**src/rtl/alu_op_sequencer.sv**
```systemverilog
// alu_op_sequencer: accepts one ALU op per handshake, holds operands and the
// one-hot result-mux select for a programmable settle time, then captures the
// mux result, multiplier upper half and error flags into the accumulator.
module alu_op_sequencer #(
  parameter int SETTLE_ALU = 1,
  parameter int SETTLE_MUL = 4
) (
  input  logic        clk,
  input  logic        rst_n,
  input  logic        in_valid,
  output logic        in_ready,
  input  logic [3:0]  opcode,
  input  logic [15:0] data_a,
  input  logic [15:0] data_b,
  input  logic        use_acc,
  output logic [31:0] sel,
  output logic [15:0] op_a,
  output logic [15:0] op_b,
  output logic        mode,
  input  logic [15:0] mux_result,
  input  logic        add_overflow,
  input  logic [31:0] product,
  output logic        out_valid,
  output logic [15:0] acc,
  output logic [15:0] result_hi,
  output logic [1:0]  err
);

  localparam int SMAX = (SETTLE_MUL > SETTLE_ALU) ? SETTLE_MUL : SETTLE_ALU;
  localparam int CW   = (SMAX > 1) ? $clog2(SMAX) : 1;

  localparam logic [3:0] OP_NOP = 4'd0;
  localparam logic [3:0] OP_ADD = 4'd1;
  localparam logic [3:0] OP_SUB = 4'd2;
  localparam logic [3:0] OP_MUL = 4'd3;
  localparam logic [3:0] OP_PSA = 4'd10;
  localparam logic [3:0] OP_CLR = 4'd11;

  localparam logic [1:0] ERR_OK  = 2'b00;
  localparam logic [1:0] ERR_OVF = 2'b01;
  localparam logic [1:0] ERR_ILL = 2'b10;

  typedef enum logic [1:0] {IDLE, SETTLE, DONE} state_t;

  // operation as latched at accept; drives the datapath while settling
  typedef struct packed {
    logic [3:0]  opc;
    logic [15:0] a;
    logic [15:0] b;
    logic        mode;
  } req_t;

  state_t        state, state_nxt;
  req_t          req_q;
  logic [CW-1:0] cnt;
  logic          accept;
  logic          in_is_mux;
  logic          settle_end;

  // only the upper half of the product is consumed here; the low half reaches
  // the accumulator through the result mux
  logic unused_prod;
  assign unused_prod = ^product[15:0];

  assign in_ready   = (state == IDLE);
  assign out_valid  = (state == DONE);
  assign accept     = in_valid & in_ready;
  assign in_is_mux  = (opcode >= OP_ADD) && (opcode <= OP_PSA);
  assign settle_end = (state == SETTLE) && (cnt == '0);

  // only mux ops ever reach SETTLE, so the latched opcode is a legal select
  assign sel  = (state == SETTLE) ? (32'd1 << req_q.opc) : '0;
  assign op_a = req_q.a;
  assign op_b = req_q.b;
  assign mode = req_q.mode;

  // state register
  always_ff @(posedge clk or negedge rst_n) begin
    if (!rst_n) state <= IDLE;
    else        state <= state_nxt;
  end

  // next state: mux ops settle, everything else captures at accept
  always_comb begin
    state_nxt = state;
    case (state)
      IDLE:    if (accept) state_nxt = in_is_mux ? SETTLE : DONE;
      SETTLE:  if (cnt == '0) state_nxt = DONE;
      DONE:    state_nxt = IDLE;
      default: state_nxt = IDLE;
    endcase
  end

  // request latch and settle counter
  always_ff @(posedge clk or negedge rst_n) begin
    if (!rst_n) begin
      req_q <= '0;
      cnt   <= '0;
    end else if (accept) begin
      req_q.opc  <= opcode;
      req_q.a    <= use_acc ? acc : data_a;
      req_q.b    <= data_b;
      req_q.mode <= (opcode == OP_SUB);
      if (opcode == OP_MUL)  cnt <= CW'(SETTLE_MUL - 1);
      else if (in_is_mux)    cnt <= CW'(SETTLE_ALU - 1);
    end else if (state == SETTLE && cnt != '0) begin
      cnt <= cnt - 1'b1;
    end
  end

  // result capture: at settle end for mux ops, at accept for the rest
  always_ff @(posedge clk or negedge rst_n) begin
    if (!rst_n) begin
      acc       <= '0;
      result_hi <= '0;
      err       <= ERR_OK;
    end else if (settle_end) begin
      acc <= mux_result;
      if (req_q.opc == OP_MUL) begin
        result_hi <= product[31:16];
        err       <= (product[31:16] != '0) ? ERR_OVF : ERR_OK;
      end else begin
        result_hi <= '0;
        err       <= ((req_q.opc == OP_ADD || req_q.opc == OP_SUB) && add_overflow)
                     ? ERR_OVF : ERR_OK;
      end
    end else if (accept && !in_is_mux) begin
      result_hi <= '0;
      if (opcode == OP_CLR) acc <= '0;
      err <= (opcode == OP_NOP || opcode == OP_CLR) ? ERR_OK : ERR_ILL;
    end
  end

endmodule

```
**config.mk**
```make
export PLATFORM = sky130hd
export DESIGN_NAME = alu_op_sequencer
export DESIGN_NICKNAME = d
export VERILOG_FILES = /design/src/rtl/alu_op_sequencer.sv
export SDC_FILE = /design/constraint.sdc
export NUM_CORES = 1
export LEC_CHECK = 0
export BUFFER_PORTS_ARGS = -buffer_cell sky130_fd_sc_hd__buf_2
export CAP_MARGIN = 20
export CORE_ASPECT_RATIO = 1.25
export CORE_UTILIZATION = 49
export DETAILED_ROUTE_END_ITERATION = 12
export PLACE_DENSITY = 0.84
export SLEW_MARGIN = 10
export SYNTH_ARGS = -nofsm -noshare
export SYNTH_HDL_FRONTEND = slang
export SYNTH_SLANG_ARGS = --single-unit
```
**constraint.sdc**
```tcl
create_clock -name clk -period 5.4 [get_ports clk]
set_clock_uncertainty 0.15 [all_clocks]
set_input_delay 0.27 -clock clk [delete_from_list [all_inputs] [get_ports clk]]
set_output_delay 0.27 -clock clk [all_outputs]
set_load 0.05 [all_outputs]
```
Word-level counts from Yosys, hierarchy flattened:

Cells that the tools add are included.

* bits in registers: 75
* output and inout port bits: 101
* logic and storage cells: 66

* $add $sub $neg: 1
* order comparisons: 2
* equal/unequal tests: 11
* shifts and indexed selects: 1
* multiplexer cells: 22
* bitwise logic cells: 1
* reductions and logical operators: 19

Operators by type and width (count)
* 16-bit two-way mux: 7
* 32-bit two-way mux: 1
* 1-bit by 4-bit left shift with 32-bit output (first input constant): 1
* 2-bit two-way mux: 10
* 4-bit by 2-bit == test with 1-bit output (second input constant): 4
* 16-bit nonzero test: 1
* 2-bit nonzero test: 4
* 2-bit AND reduction: 3
* 1-bit logical AND: 5
* 4-bit by 1-bit == test with 1-bit output (second input constant): 1
* 4-bit == test (second input constant): 1
* 4-bit by 1-bit >= comparator with 1-bit output (second input constant): 1
* 4-bit less-or-equal comparator (second input constant): 1
* 2-bit logical NOT: 2
* 4-bit logical NOT: 1
* 2-bit by 1-bit != test with 1-bit output (second input constant): 2
* 2-bit case mux with 2 select lines: 1
* 1-bit two-way mux: 3
* 3-bit by 1-bit != test with 1-bit output (second input constant): 1
* 2-bit by 1-bit == test with 1-bit output (second input constant): 1
* 2-bit == test (second input constant): 1
* 1-bit logical OR: 2
* 2-bit by 1-bit subtractor with 2-bit output (second input constant): 1
* 1-bit bitwise AND: 1
* 1-bit logical NOT: 1

Depth between registers and ports, before layout:

* depth after elaboration: 6
* mapped depth: 7

Worst setup path after synthesis:

No wires, ideal clock.

* path type: register -> output
* from: register state[1]
* to: output sel[0]
* arrival: 2.114 ns
* required time: 4.980 ns
* slack: 2.866 ns
* cell stages (with the launch flop): 5
* buffers on the path: 1
* cells stage by stage: dfrtp_1 nor2b_4 or3b_1 buf_6 nor3_1

* cells in the longest elaborated chain, start to end: 2

Ends and longest elaborated chain
* start, declared: line 53 `state_t state, state_nxt;`
* start signal, assigned: line 80 `else state <= state_nxt;`
* 2-bit by 1-bit == test with 1-bit output: line 72 `assign sel = (state == SETTLE) ? (32'd1 << req_q.opc) : '0;`
* 32-bit two-way mux: line 72
* end, declared: line 16 `output logic [31:0] sel,`

No other way between the ends.

Worst setup path in the final report:

* from: register state[1]
* to: register acc[15]

* cells in the longest elaborated chain, start to end: 5
* elaborated cells on any way between the ends: 9
* classes of those cells: 1 x eq/ne; 1 x mux; 1 x bitwise; 6 x reduce/logical

Ends and longest elaborated chain
* 2-bit logical NOT: line 65 `assign in_ready = (state == IDLE);`
* 1-bit bitwise AND: line 67 `assign accept = in_valid & in_ready;`
* 1-bit logical AND: line 127 `end else if (accept && !in_is_mux) begin`
* 2-bit nonzero test (no source line)
* 2-bit AND reduction (no source line)
* end signal, assigned: line 118 `acc <= mux_result;`
* end, declared: line 24 `output logic [15:0] acc,`

Several ways; a longest one is shown, not always the timed one.
A chain may end at the register's enable or synchronous reset.

==> impl_metrics.py <==
metrics = {
    "clock_network": {
        "path_clk_slew_ps": 80,
        "cts_tree": "done",
        "cts_root_buffer": "clkbuf_8",
        "cts_resized": 0,
        "numCtsBuffers": 9,
        "clock_sinks": 75,
        "clock_tree.buffer_depth": 2,
        "h-tree-depth": 3,
        "clock_latency_ps": 350,
    },
    "run_status": {
        "status": "finished, final reports clean",
    },
    "routing": {
        "detail_route.wl_per_cell_um": 14.79,
        "drt_iter0_drc": 72,
        "dr.pass1.iters": 5,
        "drc": 0,
        "vias": 3023,
        "finalWirelength_mm": 8.799,
        "viasPerCell": 5.081,
        "ant_nets": 0,
    },
    "setup_path": {
        "slowest_stage": "nor3b_4",
        "slowest_delay_ps": 870,
        "reg2reg_setup_slack_ps": 2890,
        "critical-path-top-delay-family": "compound AO/OA/AOI/OAI gates",
        "cp-startpoint": "state[1]",
        "critical_path.cell_chain": "nor3b_4 -> a31oi_2 -> a22o_1",
        "ff2ff_path_depth": 3,
        "crit_fanout": 25,
        "regToRegStartpoint": "state[1]",
        "r2r-end": "acc[15]",
        "start_kind": "flip-flop",
        "endpoint_kind": "flip-flop",
        "critPathBufInv": 0,
        "path_class": "flip-flop to flip-flop",
        "crit_end": "acc[15]",
        "critPathRequiredTime_ps": 5470,
        "path_depth": 3,
        "arrival_ps": 2580,
    },
    "finish": {
        "nFillCells": 567,
        "syn_to_final_growth_pct": 29.49,
        "finish.net_count": 591,
        "final_cell_mix": "buf_2 (156), nand2_1 (81), dfrtp_1 (75)",
        "multi_input_area_um2": 1280,
        "drive_above_1_share_pct": 37.82,
        "post_layout_nonfiller_instances": 595,
        "antenna_cells": 0,
        "seqCellArea_um2": 1877,
        "layout.cells.most_common": "buf_2",
    },
    "power": {
        "powerDensity_nw_per_um2": 625.9,
        "peakVddDrop_mv": 0.3212,
        "power.leakage_uw": 0.002552,
    },
    "floorplan": {
        "core_area_um2": 6977,
        "die_area_um2": 7620,
        "ios": 190,
        "dieWidth_um": 78.28,
        "rows": 34,
        "die_h_um": 97.35,
        "initial_core_util_pct": 51.08,
    },
    "placed_design": {
        "dp_hpwl_mm": 5.742,
        "place_ws_ps": 2901,
        "io_buffers": 157,
        "post-place-cells": 546,
        "place_congestion": 0.7703,
    },
    "global_route": {
        "grt_overflow_total": 0,
        "grt_pass1_vias": 2945,
        "grt_usage_pct": 24.07,
        "antenna_found_initial": 0,
        "grt_pass1_wl_mm": 13.95,
        "grt_max_degree": 76,
    },
    "run": {
        "maxCapViolCount": 0,
    },
    "timing": {
        "worst_pin_slew_ps": 1014,
        "rsz0062_at_grt": "no",
        "final_max_slew_viol_count": 0,
        "relSlewSlack_pct": 32.33,
        "layout_worst_path_cycle_share_pct": 46.57,
        "clock.fmax_mhz": 397.6,
        "fin_setup_tns_ps": 0,
        "fin_crit_ps": 2515,
        "setup_violations": 0,
        "setup_slack_ps": 2885,
        "hold_viol": 0,
    },
    "worst_hold_path": {
        "worst_hold_path_type": "input port to flip-flop",
        "holdPathStages": 2,
    },
    "logic_synthesis": {
        "synthCells": 350,
        "yosysSeqAreaShare_pct": 52.67,
        "yosys_warnings": 0,
        "yosysUniqueCellTypes": 35,
        "synthFlopType": "dfrtp_1",
        "synth-seq-cells": 75,
        "synth-edff-count": 0,
        "syn_area_um2": 3563,
        "synth-async-reset-ratio_pct": 100.0,
        "avgSynthCellArea_um2": 10.18,
    },
}
-- synthesized netlist by cell type, types with 3 or more instances --
master / n / area share (%)
buf_4: 51 / 11
a22o_1: 24 / 5.9
a22o_2: 10 / 2.8
nand2_1: 82 / 8.6
inv_1: 4 / 0.42
dfrtp_1: 75 / 53
o21ai_0: 20 / 2.8
nand3b_1: 3 / 0.63
nor4_1: 3 / 0.53
clkbuf_1: 11 / 1.2
mux2i_1: 16 / 4.5
nor2_1: 18 / 1.9
nor3_1: 5 / 0.70
-- flip-flops by register name (all words and copies together) (netlist names) --
name / count
state: 2
req_q: 4
acc: 16
mode: 1
op_b: 16
result_hi: 16
op_a: 16
err: 2
cnt: 2
-- timing repair --
action	CTS	global route
endpoints found under the setup margin	0	0
hold buffers	34	0
hold endpoints to repair	108	0
buffers inserted	0	0
-- per-stage QoR --
step	util (%)	hold slack, ps	total power [uW]	area [um2]
final	66.14	12.96	2888	4614
after global routing	66.14	0.6470	3042	4614
after CTS	66.14	1.302	2900	4614
after detailed placement	58.38	301.0	2441	4073
after global placement	58.38	301.2	2398	4073
after floorplan	-	-175.6	2261	3620
-- cells by family after synthesis --
group,count (synthesis),share of synthesized area (%)
AND/OR/NAND/NOR,124,15.59
flip-flops,75,52.67
buffers and inverters,70,13.24
AO/OA/AOI/OAI,62,13.24
multiplexers,17,4.810
adder cells (fa/ha/maj),1,0.3511
other,1,0.1052
-- how the worst min path moves through the flow --
| stage | slack [ps] | end | from |
|---|---|---|---|
| 2_1_floorplan | -180 | acc[0] | rst_n |
| 3_3_place_gp | 300 | result_hi[2] | rst_n |
| 3_5_place_dp | 300 | mode | mode |
| 4_1_cts | 1 | result_hi[3] | product[19] |
| 5_1_grt | 0.6 | result_hi[3] | product[19] |
| 6_report | 10 | result_hi[11] | product[27] |
-- final cells by class --
type                       instances  area share (%)
sequential                        75           40.67
clock buffer                      11           3.281
multi-input combinational        220           27.74
tap                               90           2.440
inverter                           4          0.3254
timing repair buffer             191           24.46
clock inverter                     4           1.085
-- layer usage --
metal  up-vias  share of wire (%)  GRT usage (%)
met5         -                  0              0
met4         0                3.8          14.67
met2       126                 53          41.57
met3        25                3.9          3.286
met1      1450                 39          27.93
li1       1422                  -              -
-- power breakdown --
| part | leakage (uW) | switching (uW) | internal (uW) |
|---|---|---|---|
| registers | 0.000966 | 153 | 779 |
| logic | 0.00149 | 1150 | 366 |
| clock network | 0.0000974 | 202 | 235 |
| total | 0.00255 | 1510 | 1380 |
No activity file was read; power rests on OpenSTA's default activity.
